File: src/rtl/msi_snoop_responder_if.sv
`default_nettype none
// ============================================================================
//  Module   : msi_snoop_responder_if
//  Brief    : Snoop bus, local load/lookup and writeback signals of one node
//  Revision : 1.0 - initial release
// ============================================================================
interface msi_snoop_responder_if #(
  parameter int LINES  = 4,
  parameter int TAG_W  = 4,
  parameter int DATA_W = 8
);
  localparam int IW = $clog2(LINES);

  logic              bus_valid;
  logic [1:0]        bus_msg;
  logic [IW-1:0]     bus_index;
  logic [TAG_W-1:0]  bus_tag;
  logic              bus_ready;

  logic              local_we;
  logic [IW-1:0]     local_index;
  logic [TAG_W-1:0]  local_wr_tag;
  logic [1:0]        local_wr_state;
  logic [DATA_W-1:0] local_wr_data;
  logic [1:0]        local_state;
  logic [TAG_W-1:0]  local_tag;

  logic              abort;
  logic              wb_valid;
  logic [IW-1:0]     wb_index;
  logic [TAG_W-1:0]  wb_tag;
  logic [DATA_W-1:0] wb_data;
  logic              wb_ready;
  logic [7:0]        wb_count;

  modport slave (
    input  bus_valid, bus_msg, bus_index, bus_tag,
    output bus_ready,
    input  local_we, local_index, local_wr_tag, local_wr_state, local_wr_data,
    output local_state, local_tag,
    output abort, wb_valid, wb_index, wb_tag, wb_data, wb_count,
    input  wb_ready
  );

  modport master (
    output bus_valid, bus_msg, bus_index, bus_tag,
    input  bus_ready,
    output local_we, local_index, local_wr_tag, local_wr_state, local_wr_data,
    input  local_state, local_tag,
    input  abort, wb_valid, wb_index, wb_tag, wb_data, wb_count,
    output wb_ready
  );
endinterface
`default_nettype wire

File: src/rtl/msi_snoop_responder.sv
`default_nettype none
// ============================================================================
//  Module   : msi_snoop_responder
//  Brief    : Snoop side of one MSI cache node with memory writeback port
//  Revision : 1.0 - initial release
// ============================================================================
module msi_snoop_responder #(
  parameter int LINES  = 4,
  parameter int TAG_W  = 4,
  parameter int DATA_W = 8
) (
  input  logic                  i_Clock,
  input  logic                  i_Reset,
  msi_snoop_responder_if.slave  bus
);
  localparam int IW = $clog2(LINES);

  localparam logic [1:0] c_invalid    = 2'd0;
  localparam logic [1:0] c_shared     = 2'd1;
  localparam logic [1:0] c_modified   = 2'd2;
  localparam logic [1:0] c_read_miss  = 2'd0;
  localparam logic [1:0] c_reserved   = 2'd3;

  typedef enum logic [1:0] {
    S_IDLE  = 2'd0,
    S_CHECK = 2'd1,
    S_WB    = 2'd2
  } fsm_t;

  fsm_t              r_fsm;
  fsm_t              w_fsm_next;

  logic [1:0]        r_state [LINES];
  logic [TAG_W-1:0]  r_tag   [LINES];
  logic [DATA_W-1:0] r_data  [LINES];

  logic [1:0]        r_msg;
  logic [IW-1:0]     r_idx;
  logic [TAG_W-1:0]  r_cap_tag;

  logic              r_abort;
  logic              r_wb_valid;
  logic [IW-1:0]     r_wb_index;
  logic [TAG_W-1:0]  r_wb_tag;
  logic [DATA_W-1:0] r_wb_data;
  logic [7:0]        r_wb_count;

  logic              w_accept;
  logic              w_load;
  logic              w_hit;
  logic              w_upd;
  logic [1:0]        w_upd_val;
  logic              w_wb_start;
  logic              w_wb_done;

  assign w_hit = (r_state[r_idx] != c_invalid) && (r_tag[r_idx] == r_cap_tag);

  always_comb begin
    w_fsm_next = r_fsm;
    w_accept   = 1'b0;
    w_load     = 1'b0;
    w_upd      = 1'b0;
    w_upd_val  = c_invalid;
    w_wb_start = 1'b0;
    w_wb_done  = 1'b0;
    case (r_fsm)
      S_IDLE: begin
        w_load = bus.local_we;
        if (bus.bus_valid) begin
          w_accept   = 1'b1;
          w_fsm_next = S_CHECK;
        end
      end
      S_CHECK: begin
        w_fsm_next = S_IDLE;
        if (w_hit && r_msg != c_reserved) begin
          if (r_state[r_idx] == c_modified) begin
            w_wb_start = 1'b1;
            w_fsm_next = S_WB;
          end else if (r_msg != c_read_miss) begin
            w_upd     = 1'b1;
            w_upd_val = c_invalid;
          end
        end
      end
      S_WB: begin
        if (bus.wb_ready) begin
          w_wb_done  = 1'b1;
          w_upd      = 1'b1;
          w_upd_val  = (r_msg == c_read_miss) ? c_shared : c_invalid;
          w_fsm_next = S_IDLE;
        end
      end
      default: w_fsm_next = S_IDLE;
    endcase
  end

  always_ff @(posedge i_Clock) begin
    if (i_Reset) begin
      r_fsm <= S_IDLE;
    end else begin
      r_fsm <= w_fsm_next;
    end
  end

  // Line storage: a local load in IDLE lands before CHECK reads the line.
  always_ff @(posedge i_Clock) begin
    if (i_Reset) begin
      for (int i = 0; i < LINES; i++) begin
        r_state[i] <= c_invalid;
        r_tag[i]   <= '0;
        r_data[i]  <= '0;
      end
    end else begin
      if (w_load) begin
        r_state[bus.local_index] <= (bus.local_wr_state == 2'd3) ? c_invalid : bus.local_wr_state;
        r_tag[bus.local_index]   <= bus.local_wr_tag;
        r_data[bus.local_index]  <= bus.local_wr_data;
      end
      if (w_upd) begin
        r_state[r_idx] <= w_upd_val;
      end
    end
  end

  always_ff @(posedge i_Clock) begin
    if (i_Reset) begin
      r_msg      <= 2'd0;
      r_idx      <= '0;
      r_cap_tag  <= '0;
      r_abort    <= 1'b0;
      r_wb_valid <= 1'b0;
      r_wb_index <= '0;
      r_wb_tag   <= '0;
      r_wb_data  <= '0;
      r_wb_count <= 8'd0;
    end else begin
      if (w_accept) begin
        r_msg     <= bus.bus_msg;
        r_idx     <= bus.bus_index;
        r_cap_tag <= bus.bus_tag;
      end
      r_abort <= w_wb_start;
      if (w_wb_start) begin
        r_wb_valid <= 1'b1;
        r_wb_index <= r_idx;
        r_wb_tag   <= r_tag[r_idx];
        r_wb_data  <= r_data[r_idx];
      end else if (w_wb_done) begin
        r_wb_valid <= 1'b0;
        if (r_wb_count != 8'hFF) begin
          r_wb_count <= r_wb_count + 8'd1;
        end
      end
    end
  end

  assign bus.bus_ready   = (r_fsm == S_IDLE);
  assign bus.local_state = r_state[bus.local_index];
  assign bus.local_tag   = r_tag[bus.local_index];
  assign bus.abort       = r_abort;
  assign bus.wb_valid    = r_wb_valid;
  assign bus.wb_index    = r_wb_index;
  assign bus.wb_tag      = r_wb_tag;
  assign bus.wb_data     = r_wb_data;
  assign bus.wb_count    = r_wb_count;

endmodule
`default_nettype wire
File: src/flat_wrapper.sv
// flat-port wrapper written by rule: the top's interface ports become plain ports
module msi_snoop_responder_flat 
#(
  parameter int LINES  = 4,
  parameter int TAG_W  = 4,
  parameter int DATA_W = 8
)
  (i_Clock, i_Reset, bus_bus_valid, bus_bus_msg, bus_bus_index, bus_bus_tag, bus_bus_ready, bus_local_we, bus_local_index, bus_local_wr_tag, bus_local_wr_state, bus_local_wr_data, bus_local_state, bus_local_tag, bus_abort, bus_wb_valid, bus_wb_index, bus_wb_tag, bus_wb_data, bus_wb_count, bus_wb_ready);
  msi_snoop_responder_if #(.LINES(LINES), .TAG_W(TAG_W), .DATA_W(DATA_W)) bus_i ();
  input  logic i_Clock;
  input  logic i_Reset;
  input wire logic [$bits(bus_i.bus_valid)-1:0] bus_bus_valid;
  input wire logic [$bits(bus_i.bus_msg)-1:0] bus_bus_msg;
  input wire logic [$bits(bus_i.bus_index)-1:0] bus_bus_index;
  input wire logic [$bits(bus_i.bus_tag)-1:0] bus_bus_tag;
  output wire logic [$bits(bus_i.bus_ready)-1:0] bus_bus_ready;
  input wire logic [$bits(bus_i.local_we)-1:0] bus_local_we;
  input wire logic [$bits(bus_i.local_index)-1:0] bus_local_index;
  input wire logic [$bits(bus_i.local_wr_tag)-1:0] bus_local_wr_tag;
  input wire logic [$bits(bus_i.local_wr_state)-1:0] bus_local_wr_state;
  input wire logic [$bits(bus_i.local_wr_data)-1:0] bus_local_wr_data;
  output wire logic [$bits(bus_i.local_state)-1:0] bus_local_state;
  output wire logic [$bits(bus_i.local_tag)-1:0] bus_local_tag;
  output wire logic [$bits(bus_i.abort)-1:0] bus_abort;
  output wire logic [$bits(bus_i.wb_valid)-1:0] bus_wb_valid;
  output wire logic [$bits(bus_i.wb_index)-1:0] bus_wb_index;
  output wire logic [$bits(bus_i.wb_tag)-1:0] bus_wb_tag;
  output wire logic [$bits(bus_i.wb_data)-1:0] bus_wb_data;
  output wire logic [$bits(bus_i.wb_count)-1:0] bus_wb_count;
  input wire logic [$bits(bus_i.wb_ready)-1:0] bus_wb_ready;
  assign bus_i.bus_valid = bus_bus_valid;
  assign bus_i.bus_msg = bus_bus_msg;
  assign bus_i.bus_index = bus_bus_index;
  assign bus_i.bus_tag = bus_bus_tag;
  assign bus_bus_ready = bus_i.bus_ready;
  assign bus_i.local_we = bus_local_we;
  assign bus_i.local_index = bus_local_index;
  assign bus_i.local_wr_tag = bus_local_wr_tag;
  assign bus_i.local_wr_state = bus_local_wr_state;
  assign bus_i.local_wr_data = bus_local_wr_data;
  assign bus_local_state = bus_i.local_state;
  assign bus_local_tag = bus_i.local_tag;
  assign bus_abort = bus_i.abort;
  assign bus_wb_valid = bus_i.wb_valid;
  assign bus_wb_index = bus_i.wb_index;
  assign bus_wb_tag = bus_i.wb_tag;
  assign bus_wb_data = bus_i.wb_data;
  assign bus_wb_count = bus_i.wb_count;
  assign bus_i.wb_ready = bus_wb_ready;
  msi_snoop_responder #(.LINES(LINES), .TAG_W(TAG_W), .DATA_W(DATA_W)) u_core (.i_Clock(i_Clock), .i_Reset(i_Reset), .bus(bus_i));
endmodule
File: config.mk
export PLATFORM = sky130hd
export DESIGN_NAME = msi_snoop_responder_flat
export DESIGN_NICKNAME = d
export VERILOG_FILES = /design/src/rtl/msi_snoop_responder_if.sv /design/src/rtl/msi_snoop_responder.sv /design/src/flat_wrapper.sv
export SDC_FILE = /design/constraint.sdc
export NUM_CORES = 1
export LEC_CHECK = 0
export CAP_MARGIN = 25
export CORE_AREA = 2 2 92 94
export CTS_CLUSTER_SIZE = 10
export DETAILED_ROUTE_END_ITERATION = 8
export DIE_AREA = 0 0 94 96
export HOLD_SLACK_MARGIN = 0.1
export PLACE_DENSITY = 0.79
export REMOVE_ABC_BUFFERS = 1
export SYNTH_ARGS = -nofsm -noshare
export SYNTH_HDL_FRONTEND = slang
export SYNTH_SLANG_ARGS = --single-unit
File: constraint.sdc
create_clock -name i_Clock -period 2.8 [get_ports i_Clock]
set_input_delay 0.42 -clock i_Clock [delete_from_list [all_inputs] [get_ports i_Clock]]
set_output_delay 0.42 -clock i_Clock [all_outputs]
set_load 0.01 [all_outputs]
==> flow_metrics.py <==
metrics = {
    "synth": {
        "synth_flop_cell": "edfxtp_1",
        "syn_area_um2": 4248,
        "synth_seq_cells": 92,
        "ys_seq_area_share_pct": 56.55,
        "ys_warn_count": 0,
        "synth_edf_count": 56,
        "synth_cell_types": 45,
        "syn_area_per_cell_um2": 12.72,
        "async_flop_share_pct": 0,
        "synthCells": 334,
    },
    "routing": {
        "drcViolationCount": 0,
        "wl_met3_um": 622,
        "wl_met1_um": 3789,
        "drt-vias-per-instance": 5.609,
        "wl_per_cell_um": 18.18,
        "drt_pass1_iterations": 5,
        "routed.top_layer": "met4",
        "wl_met2_um": 4789,
        "drt_iter0_drc": 143,
        "num_vias": 2872,
        "wl_um": 9307,
        "antenna_left": 0,
    },
    "cells_and_area": {
        "fin_nets": 435,
        "antennaDiodeCount": 0,
        "seq_area_um2": 2404,
        "multi_input_area_um2": 1742,
        "syn_to_final_growth_pct": 22.53,
        "drive_gt1_share_pct": 15.23,
        "nFillCells": 630,
    },
    "grt": {
        "grt_pass1_wl_um": 14900,
        "grt_pass1_vias": 2949,
        "track_usage_pct": 22.32,
        "grt_max_degree": 24,
        "antenna_found_initial": 0,
        "grt-ovfl-total": 0,
    },
    "die": {
        "die_area_um2": 9024,
        "ios": 60,
        "start_util_pct": 52.76,
        "rows": 33,
        "core_um2": 8051,
        "dieHeight_um": 96,
        "dieWidth_um": 94,
    },
    "status": {
        "outcome": "complete, no violations",
    },
    "setup_path": {
        "cp-start-kind": "input pin",
        "crit_chain": "clkdlybuf4s50_1, buf_4, mux4_2, clkdlybuf4s50_1",
        "cp_num_buf_inv": 3,
        "max_stage_delay_ns": 0.55,
        "cp_top_family": "buffers and inverters",
        "cp.depth": 4,
        "crit_slowest_cell": "mux4_2",
        "crit_arrival_ns": 2.14,
        "r2r_end": "u_core.r_state[2][0]",
        "r2r_cells": 6,
        "worst-setup-path-type": "input pin to output pin",
        "crit_path_max_fanout": 13,
        "r2r_slack_ns": 0.25,
        "required_ns": 2.38,
        "endpoint_kind": "output pin",
        "crit_start": "bus_local_index[0]",
        "path_common_cell": "clkdlybuf4s50_1",
    },
    "power": {
        "leakage_nw": 1.858,
        "pwr-share-clk_pct": 31.6,
        "p_comb_share_pct": 10.8,
        "p_seq_share_pct": 57.6,
        "vdd_drop_max_uv": 319.2,
        "netSwitchingPower_mw": 0.6725,
        "swShare_pct": 25.34,
        "powerDensity_nw_per_um2": 509.9,
        "internal_power_mw": 1.981,
    },
    "timing": {
        "period_share_pct": 91.31,
        "worst_pin_slew_ns": 0.9170,
        "setup_viol": 0,
        "slew_headroom_pct": 38.64,
        "hold_ws_ns": 0.4872,
        "max_freq_mhz": 391.1,
        "period_minus_slack_ns": 2.557,
        "finalSetupTns_ns": 0,
        "hold_viol_final": 0,
        "slew_viol_final": 0,
        "finalClockSkew_ns": 0.008410,
        "rsz0062_at_grt": "false",
    },
    "flow_run": {
        "maxCapViolations": 0,
    },
    "clock_tree": {
        "h-tree-depth": 3,
        "clkLatencyLatePin_ns": 0.36,
        "post-cts-setup-buffers": 0,
        "clk_path_buf_depth": 2,
        "cts_tree": "done",
        "cts_hold_buffers": 0,
        "clock-root-buffer": "clkbuf_8",
        "cts_made_buffers": 9,
        "clkSlewWorstSetupHoldPaths_ns": 0.09,
        "ctsResizeCount": 0,
        "clock_sinks": 92,
    },
    "placement": {
        "gp_congestion": 0.8910,
        "hpwl_um": 6632,
        "io_buffers": 59,
    },
    "min_path": {
        "min_delay_worst_endpoint": "u_core.r_cap_tag[0]",
        "min_delay_path_depth": 2,
        "holdCritStartpoint": "u_core.r_cap_tag[0]",
        "hp-class": "register to register",
    },
}
registers in the layout, indices dropped and copies added, names as in the netlist, 2 cells and up, named ones only:
name                 cells
u_core.bus.wb_data       8
u_core.r_tag            16
u_core.r_cap_tag         4
u_core.r_msg             2
u_core.r_idx             2
u_core.r_data           32
u_core.bus.wb_index      2
u_core.r_state           8
u_core.bus.wb_tag        4
u_core.bus.wb_count      8
u_core.r_fsm             2
Yosys cell counts (2+ instances only):
library cell | instances | area (um2)
nor3_1 | 3 | 15.01
a22oi_1 | 3 | 22.52
dfxtp_1 | 36 | 720.7
o21ai_0 | 5 | 25.02
o22ai_1 | 3 | 18.77
nor2b_1 | 2 | 12.51
buf_6 | 2 | 22.52
nor4_1 | 3 | 18.77
edfxtp_1 | 56 | 1682
or3_1 | 6 | 37.54
mux4_2 | 16 | 360.4
ha_1 | 4 | 50.05
mux2i_1 | 16 | 160.2
nand3_1 | 11 | 55.05
buf_2 | 2 | 10.01
xnor2_1 | 3 | 26.28
or2_2 | 3 | 18.77
buf_1 | 2 | 7.510
nand2b_1 | 7 | 43.79
nand2_1 | 18 | 67.56
inv_1 | 4 | 15.01
nor3b_1 | 4 | 30.03
nor2_1 | 24 | 90.09
mux4_1 | 4 | 105.1
and2_1 | 50 | 312.8
clkbuf_1 | 13 | 48.80
a21oi_1 | 15 | 75.07
o21ai_2 | 2 | 17.52
power by group through the flow:
stage / Clock [mW] / Combinational, mW / Sequential [mW]
2_1_floorplan: 0 / 0.148 / 1.54
4_1_cts: 0.859 / 0.289 / 1.53
6_report: 0.837 / 0.287 / 1.53
3_5_place_dp: 0 / 0.287 / 1.56
3_3_place_gp: 0 / 0.279 / 1.56
5_1_grt: 0.913 / 0.309 / 1.54
placed cells by master (no fill, tap or decap), types with 5 or more instances in the layout:
cell type	netlist	layout
a21oi_1	15	15
and2_1	50	50
buf_4	0	16
clkbuf_8	0	9
clkdlybuf4s50_1	0	59
dfxtp_1	36	35
edfxtp_1	56	56
mux2i_1	16	16
mux4_2	16	16
nand2_1	18	18
nand2b_1	7	7
nand3_1	11	11
nor2_1	24	24
o21ai_0	5	5
or3_1	6	6
worst reg2reg max path, delay by kind of cell (launching register included):
kind	cells	cell delay, ns
AOI/OAI and AO/OA	3	0.73
DFF	1	0.44
muxes	1	0.56
and+or+nand+nor	2	0.51
logic make-up (layout without fill, tap and decap cells):
kind of cell,after synthesis,after routing,share of synthesized area [%]
AOI/OAI and AO/OA,34,34,5.449
adders and majority gates,4,4,1.178
muxes,37,37,14.99
DFF,92,92,56.55
buffers and inverters,23,96,2.445
xor gates and xnor gates,4,4,0.8249
and+or+nand+nor,140,140,18.56
how the worst max path moves through the flow:
stage	end
global route	u_core.r_state[2][0]
global placement	bus_local_tag[1]
CTS	u_core.r_state[2][0]
finish	bus_local_tag[0]
floorplan	u_core.r_state[1][0]
detailed placement	u_core.r_state[2][1]
through the flow:
stage / utilization (%) / setup slack [ns] / std cells / total power [mW] / cell area [um2]
3_5_place_dp: 62.36 / 0.1842 / 496 / 1.847 / 5021
6_report: 64.65 / 0.2434 / 512 / 2.654 / 5205
3_3_place_gp: 62.36 / 0.2522 / 496 / 1.838 / 5021
5_1_grt: 64.65 / 0.1113 / 512 / 2.759 / 5205
4_1_cts: 64.63 / 0.1543 / 512 / 2.677 / 5204
2_1_floorplan: - / 0.3184 / 315 / 1.692 / 4159
metal layers:
metal / vias up / GRT usage, %
met3: 11 / 5.873
met1: 1405 / 26.48
met2: 91 / 40.12
met4: 0 / 6.522
li1: 1365 / -
met5: - / 0
cell type report:
class	instances	share of cell area, %
inverters	4	0.2885
flip-flops and latches	92	46.18
repair buffers	76	14.04
well taps	105	2.524
multi-input cells	219	33.46
clock inverters	7	1.130
clock buffers	9	2.380
No activity file was read; power rests on OpenSTA's default activity.
